## config.mk

```make
export PLATFORM = sky130hd
export DESIGN_NAME = bus_rr_arbiter
export DESIGN_NICKNAME = d
export VERILOG_FILES = /design/src/rtl/bus_arb_pkg.sv /design/src/rtl/bus_rr_pick.sv /design/src/rtl/bus_rr_arbiter.sv
export SDC_FILE = /design/constraint.sdc
export NUM_CORES = 1
export LEC_CHECK = 0
export ABC_AREA = 1
export CAP_MARGIN = 40
export CORE_ASPECT_RATIO = 0.8
export CORE_MARGIN = 2
export CORE_UTILIZATION = 45
export DETAILED_ROUTE_END_ITERATION = 10
export PLACE_DENSITY = 0.86
export SETUP_SLACK_MARGIN = 0.05
export SKIP_CTS_REPAIR_TIMING = 1
export SYNTH_ARGS = -nofsm -noshare
export SYNTH_HDL_FRONTEND = slang
export SYNTH_SLANG_ARGS = --single-unit
```

## constraint.sdc

```tcl
create_clock -name clk -period 2.63 [get_ports clk]
set_clock_uncertainty 0.05 [all_clocks]
set_input_delay 0.263 -clock clk [delete_from_list [all_inputs] [get_ports clk]]
set_output_delay 0.263 -clock clk [all_outputs]
set_load 0.02 [all_outputs]
```

## src/rtl/bus_arb_pkg.sv

```systemverilog
// Shared types and helpers for the round-robin packet bus arbiter.
package bus_arb_pkg;

  localparam int unsigned ADDR_W    = 8;
  localparam int unsigned PKT_MAX_W = 64;

  localparam logic [ADDR_W-1:0] BCAST = 8'hFF;

  typedef enum logic [1:0] {
    IDLE = 2'd0,
    POP  = 2'd1,
    PUSH = 2'd2
  } state_e;

  // Destination ID sits in the top ADDR_W bits of a width-bit packet.
  function automatic logic [ADDR_W-1:0] pkt_dest(input logic [PKT_MAX_W-1:0] pkt,
                                                  input int unsigned          width);
    return ADDR_W'(pkt >> (width - ADDR_W));
  endfunction

endpackage

```

## src/rtl/bus_rr_pick.sv

```systemverilog
// Combinational round-robin picker: first requester after last_i, wrapping.
module bus_rr_pick #(
  parameter  int unsigned N     = 4,
  localparam int unsigned IDX_W = (N > 1) ? $clog2(N) : 1
) (
  input  logic [N-1:0]     req_i,
  input  logic [IDX_W-1:0] last_i,
  output logic [IDX_W-1:0] gnt_idx_c,
  output logic             valid_c
);

  always_comb begin
    logic [N-1:0] rot;
    int unsigned  cand;
    rot       = '0;
    cand      = 0;
    gnt_idx_c = '0;
    valid_c   = 1'b0;
    for (int unsigned i = 1; i <= N; i++) begin
      cand = (32'(last_i) + i) % N;
      rot  = req_i >> cand;
      if (!valid_c && rot[0]) begin
        valid_c   = 1'b1;
        gnt_idx_c = IDX_W'(cand);
      end
    end
  end

endmodule

```

## src/rtl/bus_rr_arbiter.sv

```systemverilog
// Round-robin controller for a shared packet bus: pop one packet from the
// granted device, push it to its destination(s), count delivered/dropped.
module bus_rr_arbiter
  import bus_arb_pkg::*;
#(
  parameter int unsigned       drvrs   = 4,
  parameter int unsigned       pckg_sz = 16,
  parameter logic [ADDR_W-1:0] bcast   = BCAST
) (
  input  logic                     clk,
  input  logic                     reset,
  input  logic [drvrs-1:0]         pndng,
  input  logic [drvrs*pckg_sz-1:0] D_pop,
  output logic [drvrs-1:0]         pop,
  output logic [drvrs-1:0]         push,
  output logic [pckg_sz-1:0]       D_push,
  output logic                     busy,
  output logic [15:0]              pkt_cnt,
  output logic [15:0]              drop_cnt
);

  localparam int unsigned IDX_W = $clog2(drvrs);
  localparam int unsigned CNT_W = 16;

  state_e             state_q, state_d;
  logic [IDX_W-1:0]   last_q, last_d;
  logic [pckg_sz-1:0] pkt_q, pkt_d;
  logic [drvrs-1:0]   pop_q, pop_d;
  logic [drvrs-1:0]   push_q, push_d;
  logic               busy_q, busy_d;
  logic [CNT_W-1:0]   pkt_cnt_q, pkt_cnt_d;
  logic [CNT_W-1:0]   drop_cnt_q, drop_cnt_d;

  logic [IDX_W-1:0]   gnt_idx_c;
  logic               gnt_valid_c;
  logic [pckg_sz-1:0] head_pkt_c;
  logic [ADDR_W-1:0]  dest_c;
  logic [drvrs-1:0]   self_oh_c;

  bus_rr_pick #(.N(drvrs)) u_pick (
    .req_i     (pndng),
    .last_i    (last_q),
    .gnt_idx_c (gnt_idx_c),
    .valid_c   (gnt_valid_c)
  );

  // In POP, last_q already holds the granted index g.
  assign head_pkt_c = pckg_sz'(D_pop >> (32'(last_q) * pckg_sz));
  assign dest_c     = pkt_dest(PKT_MAX_W'(head_pkt_c), pckg_sz);
  assign self_oh_c  = drvrs'(1) << last_q;

  always_comb begin
    state_d    = state_q;
    last_d     = last_q;
    pkt_d      = pkt_q;
    pop_d      = '0;
    push_d     = '0;
    pkt_cnt_d  = pkt_cnt_q;
    drop_cnt_d = drop_cnt_q;
    unique case (state_q)
      IDLE: begin
        if (gnt_valid_c) begin
          last_d  = gnt_idx_c;
          pop_d   = drvrs'(1) << gnt_idx_c;
          state_d = POP;
        end
      end
      POP: begin
        // Decode here so push is registered and valid for the whole PUSH cycle.
        pkt_d   = head_pkt_c;
        state_d = PUSH;
        if (dest_c == bcast) begin
          push_d = ~self_oh_c;
        end else if (32'(dest_c) < drvrs && 32'(dest_c) != 32'(last_q)) begin
          push_d = drvrs'(1) << dest_c;
        end
      end
      PUSH: begin
        state_d = IDLE;
        if (|push_q) pkt_cnt_d  = pkt_cnt_q + CNT_W'(1);
        else         drop_cnt_d = drop_cnt_q + CNT_W'(1);
      end
      default: state_d = IDLE;
    endcase
    busy_d = (state_d != IDLE);
  end

  always_ff @(posedge clk or negedge reset) begin
    if (!reset) begin
      state_q    <= IDLE;
      last_q     <= IDX_W'(drvrs - 1);
      pkt_q      <= '0;
      pop_q      <= '0;
      push_q     <= '0;
      busy_q     <= 1'b0;
      pkt_cnt_q  <= '0;
      drop_cnt_q <= '0;
    end else begin
      state_q    <= state_d;
      last_q     <= last_d;
      pkt_q      <= pkt_d;
      pop_q      <= pop_d;
      push_q     <= push_d;
      busy_q     <= busy_d;
      pkt_cnt_q  <= pkt_cnt_d;
      drop_cnt_q <= drop_cnt_d;
    end
  end

  assign pop      = pop_q;
  assign push     = push_q;
  assign D_push   = pkt_q;
  assign busy     = busy_q;
  assign pkt_cnt  = pkt_cnt_q;
  assign drop_cnt = drop_cnt_q;

endmodule

```

# Yosys cells after proc, flatten, opt, wreduce, memory -nomap -nowiden
# Cells that the tools add are included.
[classes] magnitude_cmp=1 eq_ne=4 n_addsub=6 n_bitwise=2 reduce_logical=13 muxes=15 shifts=8
[ops] operator="$shr 64x6->16" count=1
[ops] operator="$add 16x1->16 const B" count=2
[ops] operator="$mux 4" count=5
[ops] operator="$shr 4x2->1" count=4
[ops] operator="$mux 2" count=5
[ops] operator="$eq 8x8->1 const B" count=1
[ops] operator="$lt 8x3->1 const B" count=1
[ops] operator="$ne 8x2->1" count=1
[ops] operator="$shl 1x2->4 const A" count=2
[ops] operator="$shl 1x8->4 const A" count=1
[ops] operator="$reduce_and 2->1" count=3
[ops] operator="$add 2x1->2 const B" count=2
[ops] operator="$add 2x2->2 const B" count=2
[ops] operator="$logic_and 1x1->1" count=4
[ops] operator="$mux 1" count=4
[ops] operator="$not 4->4" count=1
[ops] operator="$pmux 2 s2" count=1
[ops] operator="$reduce_or 4->1" count=1
[ops] operator="$logic_not 1->1" count=3
[ops] operator="$eq 2x1->1 const B" count=1
[ops] operator="$eq 2x2->1 const B" count=1
[ops] operator="$logic_not 2->1" count=1
[ops] operator="$reduce_bool 2->1" count=1
[ops] operator="$not 1->1" count=1
[word_totals] output_inout_bits=57 elab_cells=57 input_bits=70 reg_bits=61

# Depth between registers and ports, before layout
[logic_depth] depth_word=15 ltp_mapped=17 depth_no_buf=13

# By module
# Synthesis repeated with hierarchy kept, for this count alone.
[unflattened] cells_unflattened=444 hier_area_um2=3448.3
[modules_own_cells] mod="bus_rr_arbiter" n_inst=1 cells_each=392 area_per_inst_um2=3176.8
[modules_own_cells] mod="bus_rr_pick" n_inst=1 cells_each=52 area_per_inst_um2=271.5

# Worst setup path before layout
# OpenSTA, ideal clock, no wires.
[synth_timing] kind="register to register" startpoint="reg last_q[0]" endpoint="reg pop_q[3], in the netlist pop[3]" setup_slack_ns=0.254 t_arrival_ns=2.208 n_path_buf=4 synth_period_minus_slack_ns=2.376 t_required_ns=2.462 stages_incl_launch_ff=18 path_cell_list="dfstp_2 -> inv_2 -> buf_6 -> buf_8 -> buf_2 -> buf_2 -> ha_1 -> inv_1 -> nand2_1 -> nand2_1 -> inv_1 -> nand2_1 -> nor2_2 -> nand2_1 -> nand2_2 -> inv_2 -> nand2_1 -> nor2_1"
[synth_via] elab_chain_cells=15 word_cells_on_any_way=25 classes_between="add/sub (4); shift (5); mux (10); reduce/logical (6)"
[synth_rtl] item="from (decl)" line="bus_rr_arbiter.sv:26" text="logic [IDX_W-1:0] last_q, last_d;"
[synth_rtl] item="from (signal assigned)" line="bus_rr_arbiter.sv:91" text="last_q <= IDX_W'(drvrs - 1);"
[synth_rtl] item="from (signal assigned)" line="bus_rr_arbiter.sv:100" text="last_q <= last_d;"
[synth_rtl] item="$add 2x1->2" line="bus_rr_pick.sv:20" text="cand = (32'(last_i) + i) % N;"
[synth_rtl] item="$shr 4x2->1" line="bus_rr_pick.sv:21" text="rot = req_i >> cand;"
[synth_rtl] item="$mux 1" line="bus_rr_pick.sv:22" text="if (!valid_c && rot[0]) begin"
[synth_rtl] item="$logic_not 1->1" line="bus_rr_pick.sv:22"
[synth_rtl] item="$logic_and 1x1->1" line="bus_rr_pick.sv:22"
[synth_rtl] item="$mux 1" line="bus_rr_pick.sv:22"
[synth_rtl] item="$logic_not 1->1" line="bus_rr_pick.sv:22"
[synth_rtl] item="$logic_and 1x1->1" line="bus_rr_pick.sv:22"
[synth_rtl] item="$mux 1" line="bus_rr_pick.sv:22"
[synth_rtl] item="$logic_not 1->1" line="bus_rr_pick.sv:22"
[synth_rtl] item="$logic_and 1x1->1" line="bus_rr_pick.sv:22"
[synth_rtl] item="$mux 2" line="bus_rr_pick.sv:22"
[synth_rtl] item="$shl 1x2->4" line="bus_rr_arbiter.sv:64" text="pop_d = drvrs'(1) << gnt_idx_c;"
[synth_rtl] item="$mux 4 *" line="bus_rr_arbiter.sv:62" text="if (gnt_valid_c) begin"
[synth_rtl] item="$mux 4 *" line="bus_rr_arbiter.sv:60" text="unique case (state_q)"
[synth_rtl] item="via pop_d[3]" line="bus_rr_arbiter.sv:28" text="logic [drvrs-1:0] pop_q, pop_d;"
[synth_rtl] item="to (signal assigned)" line="bus_rr_arbiter.sv:102" text="pop_q <= pop_d;"
[synth_rtl] item="to (decl)" line="bus_rr_arbiter.sv:28"
# The timed path passes the listed nets; every way through them passes the cells marked *.
# A chain may end at the register's enable or synchronous reset.

# Final worst setup path
[layout_timing] startpoint="reg last_q[0]" endpoint="reg pop_q[2], in the netlist pop[2]"
# Same word-level chain as after synthesis.

==> impl_metrics.env <==
export IMPL_status="complete, no violations"
export IMPL_die_area_um2=8460
export IMPL_tightest_slew_ns=0.613
export IMPL_p_leak_nw=2.30
export IMPL_rows=28
export IMPL_timing_final_crit_share_pct=84.9
export IMPL_ys_ff_latch=61
export IMPL_first_global_vias=3398
export IMPL_reg2reg_to="pop[2]$_DFF_PN0_"
export IMPL_fin_setup_tns_ns=0
export IMPL_synth_area_um2=3480
export IMPL_clk_pin_slew_ns=0.07
export IMPL_min_period_ns=2.23
export IMPL_wire_per_inst_um=13.4
export IMPL_place_area_um2=4810
export IMPL_overflow=0
export IMPL_antenna_found_initial=0
export IMPL_max_freq_mhz=448
export IMPL_worstRegToRegCells=12
export IMPL_arrival_ns=2.41
export IMPL_fin_area_um2=5010
export IMPL_setup_viol=0
export IMPL_crit_end="pop[2]$_DFF_PN0_"
export IMPL_first_pass_iters=4
export IMPL_boundaryPins=127
export IMPL_drt_iter0_drc=175
export IMPL_maxCapViolCount=0
export IMPL_remaining_drc_errors=0
export IMPL_hold_path_class="primary input to async pin"
export IMPL_rsz0062_at_grt="no"
export IMPL_antenna_left=0
export IMPL_coreArea_um2=7460
export IMPL_grt_util_all_layers_pct=23.2
export IMPL_r2r_start="last_q[0]$_DFFE_PN1P_"
export IMPL_yosysSeqAreaShare_pct=43.9
export IMPL_vias_per_cell=4.98
export IMPL_ir_worst_vdd_v=0.000610
export IMPL_syn_to_final_growth_pct=43.9
export IMPL_yosysTopAreaCellShare_pct=42.4
export IMPL_worst_ep_required_time_ns=2.81
export IMPL_crit_path_end_kind="register"
export IMPL_slew_violations=0
export IMPL_start_util_pct=46.6
export IMPL_cts_sinks=61
export IMPL_path_class="register to register"
export IMPL_fin_util_pct=67.1
export IMPL_die_h_um=82.7
export IMPL_grt_pass1_wl_mm=15.2
export IMPL_hold_violations=0
export IMPL_dp_final_hpwl_mm=7.13
export IMPL_crit_path_start="last_q[0]$_DFFE_PN1P_"
export IMPL_htreeDepth=3
export IMPL_cts_root_buf="clkbuf_8"
export IMPL_routed_wl_mm=9.20
export IMPL_yosysUniqueCellTypes=33
export IMPL_relSlewSlack_pct=59.2
export IMPL_cp_start_kind="register"
export IMPL_cts_buffer_depth=2
export IMPL_powerDensity_nw_per_um2=916
export IMPL_synth_top_cell_by_area="dfrtp_1"
export IMPL_vias=3427
export IMPL_yosysWarnings=0
export IMPL_drive_gt1_share_pct=8.92
export IMPL_port_buffers=126
export IMPL_cp_max_fo=41
export IMPL_synth_nets=526
export IMPL_dieWidth_um=102
export IMPL_clk_latency_ns=0.34
export IMPL_cts_tree="built"
export IMPL_postSynthAreaPerCell_um2=7.73
export IMPL_grt_max_degree=42
export IMPL_ys_top_cells_by_area="dfrtp_1, nand2_1, nor2_1, nand3_1, xor2_1"
export IMPL_timing_hold_ws_ns=0.428
export IMPL_rrSetupSlack_ns=0.40
export IMPL_numCtsBuffers=9
export IMPL_nNetsFinal=654
export IMPL_netlist_instances=450
export IMPL_antenna_cells=0
export IMPL_finalWeightedCongestion=0.831
-- through the flow --
step	power, mW	setup slack, ns	cells
6_report	4.59	0.396	688
3_3_place_gp	3.68	0.639	671
4_1_cts	4.61	0.433	687
5_1_grt	4.95	0.203	688
3_5_place_dp	3.78	0.445	671
2_1_floorplan	2.99	0.254	450
-- cells in the final DEF (no fill, tap or decap), types with 3 or more instances in the layout --
cell,count
nor2_2,6
nor3_2,3
dfrtp_1,59
nand3_2,3
a21oi_1,5
nand3_1,36
a31oi_1,8
inv_1,28
nand2_1,118
o21ai_0,26
xnor2_1,13
nor2_1,72
inv_2,3
xor2_1,17
buf_4,4
clkdlybuf4s50_1,125
ha_1,6
clkbuf_8,9
nand2_2,11
nor3_1,4
nand4_1,6
-- cells by family (layout without fill, tap and decap cells) --
group	after synthesis	after routing	synth area share, %
and+or+nand+nor	264	264	33.2
DFF	61	61	43.9
buffers and inverters	46	179	6.51
AOI/OAI and AO/OA	43	43	6.65
xor gates and xnor gates	30	30	7.55
adders and majority gates	6	6	2.16
-- how the worst min path moves through the flow --
stage	from	endpoint	slack (ns)	cells after the start
CTS	reset	D_push[12]$_DFFE_PN0P_	-0.12	1
finish	reset	D_push[12]$_DFFE_PN0P_	0.43	2
global route	drop_cnt[15]$_DFFE_PN0P_	drop_cnt[15]$_DFFE_PN0P_	0.46	1
floorplan	reset	D_push[0]$_DFFE_PN0P_	-0.08	0
detailed placement	reset	D_push[12]$_DFFE_PN0P_	0.26	1
global placement	reset	D_push[15]$_DFFE_PN0P_	0.25	1
-- cell usage after synthesis (all sizes together) --
cell type  number
dfstp           2
buf            10
and2            1
xor2           17
nor2           79
a21boi          1
nand2         129
nand3          39
a21oi           5
nor4            1
o21ai          29
xnor2          13
inv            31
a31oi           8
nand4           6
clkbuf          5
nor3            7
ha              6
dfrtp          59
nand3b          1
or2             1
-- area by class of cell --
type                            instances  area, um2
Timing Repair Buffer                  132       1320
Multi-Input combinational cell        343       1720
Clock inverter                          6       63.8
Clock buffer                           10        128
Sequential cell                        61       1530
Fill cell                             646       2450
Tap cell                              105        131
Inverter                               31        116
-- critical path, stage by stage, from the launching register on --
cell     delay, ns
dfstp_2       0.54
buf_4         0.36
o21ai_0       0.25
nand2_1       0.13
nand2_1       0.05
inv_1         0.07
nand2_1       0.09
nor2_2        0.12
nand2_1       0.09
nand2_2       0.11
inv_2         0.06
nand2_1       0.11
nor2_1        0.07
-- registers in the layout, summed over array words and instances, names as in the netlist --
name,count
drop_cnt,16
push,4
pop,4
last_q,2
busy,1
D_push,16
pkt_cnt,16
state_q,2
-- power by group --
part | internal, mW | total (mW) | switching, mW
registers | 1.18 | 1.34 | 0.165
clock network | 0.435 | 0.807 | 0.372
logic | 0.925 | 2.44 | 1.52
total | 2.54 | 4.59 | 2.05
-- per-layer routing --
layer	wire [um]	vias up	global-route usage (%)
met5	0	-	0
met4	187	0	9.20
met1	3960	1597	28.3
li1	-	1696	-
met2	4400	113	38.5
met3	657	21	7.24
Note: power is estimated with default switching activity, not from simulation.
